File: src/rtl/icache_param.sv
// Parametrised direct-mapped instruction cache with multi-word blocks, sequential fill with abort, and flush.
// Optional hit/miss performance counters are enabled by defining ICACHE_PERF_CNT_EN.
module icache_param #(
   parameter int SETS  = 16,
   parameter int WORDS = 2
) (
   input  logic        CLK,
   input  logic        nRST,
   input  logic        imemREN,
   input  logic [31:0] imemaddr,
   input  logic        iflush,
   output logic        ihit,
   output logic [31:0] imemload,
   output logic        iREN,
   output logic [31:0] iaddr,
   input  logic        iwait,
   input  logic [31:0] iload
`ifdef ICACHE_PERF_CNT_EN
   ,
   output logic [31:0] hit_count,
   output logic [31:0] miss_count
`endif
);

   localparam int BOFF_W = $clog2(WORDS);
   localparam int IDX_W  = $clog2(SETS);
   localparam int TAG_W  = 30 - IDX_W - BOFF_W;
   localparam int CNT_W  = (BOFF_W == 0) ? 1 : BOFF_W;
   localparam logic [CNT_W-1:0] LAST_CNT = CNT_W'(WORDS - 1);

   typedef enum logic {IDLE, FILL} state_t;

   state_t             state, state_n;
   logic [29:0]        waddr;
   logic [TAG_W-1:0]   tag;
   logic [IDX_W-1:0]   idx;
   logic [CNT_W-1:0]   boff;
   logic [29:0]        fill_waddr;

   logic [31:0]        data_arr [SETS][WORDS];
   logic [TAG_W-1:0]   tag_arr  [SETS];
   logic [SETS-1:0]    valid;

   logic [TAG_W-1:0]   miss_tag;
   logic [IDX_W-1:0]   miss_idx;
   logic [CNT_W-1:0]   fill_cnt;

   logic               start_miss, fill_wr, fill_last, abort;
   logic               unused_addr_lsb;

   assign unused_addr_lsb = ^imemaddr[1:0];
   assign waddr = imemaddr[31:2];
   assign tag   = waddr[29:IDX_W+BOFF_W];
   assign idx   = waddr[IDX_W+BOFF_W-1:BOFF_W];

   // Single-word blocks have no block-offset field at all.
   generate
      if (BOFF_W == 0) begin : g_no_boff
         assign boff       = '0;
         assign fill_waddr = {miss_tag, miss_idx};
      end else begin : g_boff
         assign boff       = waddr[BOFF_W-1:0];
         assign fill_waddr = {miss_tag, miss_idx, fill_cnt};
      end
   endgenerate

   assign ihit     = imemREN & valid[idx] & (tag_arr[idx] == tag) & ~iflush;
   assign imemload = ihit ? data_arr[idx][boff] : 32'h0;

   always_ff @(posedge CLK) begin
      if (!nRST) state <= IDLE;
      else       state <= state_n;
   end

   always_comb begin
      state_n    = state;
      start_miss = 1'b0;
      fill_wr    = 1'b0;
      fill_last  = 1'b0;
      abort      = 1'b0;
      iREN       = 1'b0;
      iaddr      = 32'h0;
      case (state)
         IDLE: begin
            if (imemREN & ~ihit & ~iflush) begin
               start_miss = 1'b1;
               state_n    = FILL;
            end
         end
         FILL: begin
            iREN  = 1'b1;
            iaddr = {fill_waddr, 2'b00};
            // Any redirect or dropped request abandons the fill before data is written.
            abort = ~imemREN | ({tag, idx} != {miss_tag, miss_idx});
            if (iflush | abort) begin
               state_n = IDLE;
            end else if (~iwait) begin
               fill_wr = 1'b1;
               if (fill_cnt == LAST_CNT) begin
                  fill_last = 1'b1;
                  state_n   = IDLE;
               end
            end
         end
         default: state_n = IDLE;
      endcase
   end

   always_ff @(posedge CLK) begin
      if (!nRST) begin
         valid    <= '0;
         miss_tag <= '0;
         miss_idx <= '0;
         fill_cnt <= '0;
      end else begin
         if (iflush)          valid           <= '0;
         else if (start_miss) valid[idx]      <= 1'b0;
         else if (fill_last)  valid[miss_idx] <= 1'b1;

         if (start_miss) begin
            miss_tag <= tag;
            miss_idx <= idx;
            fill_cnt <= '0;
         end else if (fill_wr && !fill_last) begin
            fill_cnt <= fill_cnt + 1'b1;
         end
      end
   end

   always_ff @(posedge CLK) begin
      if (nRST && fill_wr)   data_arr[miss_idx][fill_cnt] <= iload;
      if (nRST && fill_last) tag_arr[miss_idx]            <= miss_tag;
   end

`ifdef ICACHE_PERF_CNT_EN
   always_ff @(posedge CLK) begin
      if (!nRST) begin
         hit_count  <= '0;
         miss_count <= '0;
      end else begin
         if (state == IDLE && ihit && hit_count != 32'hFFFF_FFFF)
            hit_count <= hit_count + 32'd1;
         if (start_miss && miss_count != 32'hFFFF_FFFF)
            miss_count <= miss_count + 32'd1;
      end
   end
`endif

endmodule

File: config.mk
export PLATFORM = sky130hd
export DESIGN_NAME = icache_param
export DESIGN_NICKNAME = d
export VERILOG_FILES = /design/src/rtl/icache_param.sv
export SDC_FILE = /design/constraint.sdc
export NUM_CORES = 2
export LEC_CHECK = 0
export CAP_MARGIN = 25
export CORE_MARGIN = 2
export CORE_UTILIZATION = 60
export CTS_CLUSTER_SIZE = 40
export DETAILED_ROUTE_END_ITERATION = 8
export DONT_BUFFER_PORTS = 1
export PLACE_DENSITY = 0.73
export RECOVER_POWER = 50
export SLEW_MARGIN = 10
export SYNTH_ARGS = -nofsm -noshare
export SYNTH_HDL_FRONTEND = slang
export SYNTH_SLANG_ARGS = --single-unit
File: constraint.sdc
create_clock -name CLK -period 12.9 [get_ports CLK]
set_clock_uncertainty 0.2 [all_clocks]
set_input_delay 1.935 -clock CLK [delete_from_list [all_inputs] [get_ports CLK]]
set_output_delay 1.935 -clock CLK [all_outputs]
set_load 0.02 [all_outputs]
==> metrics.md <==
| Metric | Value |
|---|---|
| Status | `finished, violations left` |
| Failing checks | `max-capacitance violations, max-slew violations` |
| DR iter-0 viols | `3791` |
| Post-synthesis sequential area ratio | `0.759` |
| Height of the chip | `314 um` |
| Global-route wire length before repair | `197 mm` |
| Clock latency on the worst-skew pair | `760 ps` |
| Yosys warns | `0` |
| Unrepaired setup endpoints after global routing | `false` |
| Post-synth EDFFs | `1424` |
| Ports | `135` |
| Fin crit period | `8220 ps` |
| DR vias/cell | `6.87` |
| CP max stage cell | `mux4_2` |
| Nets | `2737` |
| Hold slack final | `264 ps` |
| Core Box Area | `0.0950 mm^2` |
| CP Capture Type | `primary output` |
| Async SR Flop Fraction | `0` |
| Placed Area | `0.0595 mm^2` |
| Crit path cell chain | `mux4_2, mux2i_1, mux2_2, nor2_1, nand4_1, nor4b_4, nand2_1, buf_16, nor2_1` |
| ANT nets after route | `0` |
| Critical Path RT | `10760 ps` |
| DRC violations left | `0` |
| Tot GR Track Use | `0.285` |
| Leak Pwr | `19.4 nW` |
| Max stage delay on crit path | `800 ps` |
| Setup bufs post-CTS | `0` |
| Synthesized area | `0.0576 mm^2` |
| Slew @ Worst Pin | `3500 ps` |
| CP bufs+invs | `1` |
| Synth-to-Final Area Change | `11.1%` |
| CTS H-tree depth | `4` |
| Yosys reg bits | `1471` |
| TritonCTS clock tree | `built` |
| Largest net degree at the start of global routing | `362` |
| GRT overflow | `0` |
| Longest Clk Path Bufs | `3` |
| Hold Path Depth | `2` |
| Root Driver | `clkbuf_16` |
| Routed vias | `27785` |
| Clock Sink Count | `1471` |
| Layout cells sized above 1 | `0.264` |
| HP Start | `valid[13]$_SDFFE_PP0P_` |
| Power Density | `149 mW/mm^2` |
| N_diodes | `0` |
| Reg-to-Reg Start | `state$_SDFF_PN0_` |
| Crit path arrival time | `6080 ps` |
| Final Hold Vio Count | `0` |
| Final Setup Violations | `0` |
| Most used DFF post-synth | `edfxtp_1` |
| Max-cap violations | `6` |
| R2R setup slack | `5820 ps` |
| Vias in the first global route | `28453` |
| WL final | `138 mm` |
| Core Rows | `113` |
| Worst setup SP type | `primary input` |
| I/O Buffers | `0` |
| Cell variety after synth | `54` |
| Max Fclk | `0.122 GHz` |
| Critical path type | `in2out` |
| Pre-antenna DRT Iters | `5` |
| Initial Util | `0.606` |
| Design area | `0.0640 mm^2` |
| Finished Core Util | `0.674` |
| Max IR drop VDD | `0.123 mV` |
| Fill cells | `5815` |
| Post-Layout Cell Count | `4043` |
| Clk slew on worst S/H paths | `60 ps` |
| Setup Total Neg Slack | `0 ps` |
| Worst R2R Path Depth | `9` |
| Placed insts | `3785` |
| Gate Count Post-Synth | `2615` |
| Detailed Place HPWL | `65.9 mm` |
| Chip Width | `314 um` |
| CP dominant cell by count | `nor2_1` |
| Reg area | `0.0437 mm^2` |
| Die area | `0.0985 mm^2` |
| Top delay family on crit path | `simple AND/OR/NAND/NOR gates` |
| Hold_buf cts | `0` |
| Hold Crit Class | `reg2reg` |
| Drt wl/cell | `34.0 um` |
| Gpl congestion | `0.859` |
| Resized cells post-CTS | `0` |
| Max-slew violations | `342` |
| Slew margin rel. | `-1.33` |
| Tcrit/Tclk final | `0.637` |
| Syn avg cell area | `22.0 um^2` |
| Initial antenna violation count | `2` |
| Area of the multi-input gates | `0.0135 mm^2` |
| Max FO, Critical Path | `355` |
| Worst R2R End | `data_arr[5][60]$_DFFE_PP_` |
| CTS Buf Count | `143` |
| Hold EP | `valid[13]$_SDFFE_PP0P_` |
## cell usage after synthesis, types with 3 or more instances
cell type,number,area (um^2)
buf_4,9,67.6
nand2b_1,5,31.3
mux2_2,8,90.1
nor4_1,3,18.8
clkbuf_1,71,267
buf_2,55,275
mux2i_1,103,1030
o22ai_1,20,125
a211oi_1,13,97.6
and2_1,31,194
a22o_1,3,26.3
nor3_1,6,30.0
nand3_1,14,70.1
nand4_1,19,119
a21oi_1,15,75.1
dfxtp_1,47,941
or3_1,3,18.8
o32ai_1,4,35.0
o21ai_0,9,45.0
xnor2_1,47,412
nand2_1,98,368
a22oi_1,11,82.6
nor2b_1,13,81.3
mux4_2,422,9500
buf_1,9,33.8
inv_1,15,56.3
o221ai_1,4,35.0
xor2_1,4,35.0
edfxtp_1,1424,42800
buf_6,5,56.3
nor2_1,94,353
## state kept, by name, indices dropped and copies added (netlist names)
signal    cells
fill_cnt      1
miss_idx      4
data_arr   1024
miss_tag     25
tag_arr     400
valid        16
state         1
## kinds of logic after synthesis
group | after synthesis | synth area share
compound gates | 96 | 0.0115
simple gates | 299 | 0.0245
xor+xnor | 51 | 0.00775
other cells | 1 | 0.0000651
buf+inv | 164 | 0.0131
flops | 1471 | 0.759
mux | 533 | 0.184
## worst min-delay path: stages (launching register included)
cell	delay, ps
dfxtp_1	310
nand2_1	50
o22ai_1	50
## worst max path at each step
stage,end,startpoint,cells after the start,slack (ps)
6_report,imemload[5],imemaddr[3],9,4680
5_1_grt,imemload[21],imemaddr[3],9,4610
4_1_cts,imemload[5],imemaddr[5],10,4740
3_5_place_dp,imemload[5],imemaddr[5],10,4800
3_3_place_gp,imemload[0],imemaddr[5],8,4300
2_1_floorplan,imemload[10],imemaddr[3],12,6010
## routing by layer
metal	GRT usage	up-vias	routed length (um)
met5	0	-	13
met4	0.103	2	4580
met3	0.0646	295	15200
met2	0.449	1652	66900
met1	0.401	14774	50900
li1	-	11062	-
## placed cells by master (no fill, tap or decap), drive strengths merged, types with 3 or more instances in the layout
cell type	Yosys	layout
a211oi	14	14
a21oi	15	15
a22o	3	3
a22oi	11	11
and2	31	31
buf	78	49
bufinv	0	6
clkbuf	71	190
clkinv	0	53
clkinvlp	0	6
dfxtp	47	47
edfxtp	1424	1424
inv	15	22
mux2	8	8
mux2i	103	103
mux4	422	422
nand2	98	98
nand2b	5	5
nand3	14	14
nand4	19	19
nor2	94	94
nor2b	13	13
nor3	6	6
nor4	4	4
o21ai	9	9
o221ai	4	4
o22ai	20	20
o32ai	4	4
or3	3	3
xnor2	47	47
xor2	4	4
## stage by stage
stage	setup WS [ps]	total power, mW
4_1_cts	4740	9.59
5_1_grt	4610	9.78
3_3_place_gp	4300	5.63
6_report	4680	9.55
3_5_place_dp	4800	5.64
2_1_floorplan	6010	5.63
## final cells by class
class | count | area share
flip-flops and latches | 1471 | 0.683
well taps | 1265 | 0.0247
clock inverters | 72 | 0.00944
multi-input cells | 981 | 0.212
inverters | 15 | 0.000958
repair buffers | 56 | 0.0101
clock buffers | 183 | 0.0604
## power by group
part	switching [mW]	internal [mW]	total, mW
logic	0.113	0.174	0.286
registers	0.0253	5.24	5.26
clock network	1.75	2.25	4.00
Note: power is estimated with default switching activity, not from simulation.
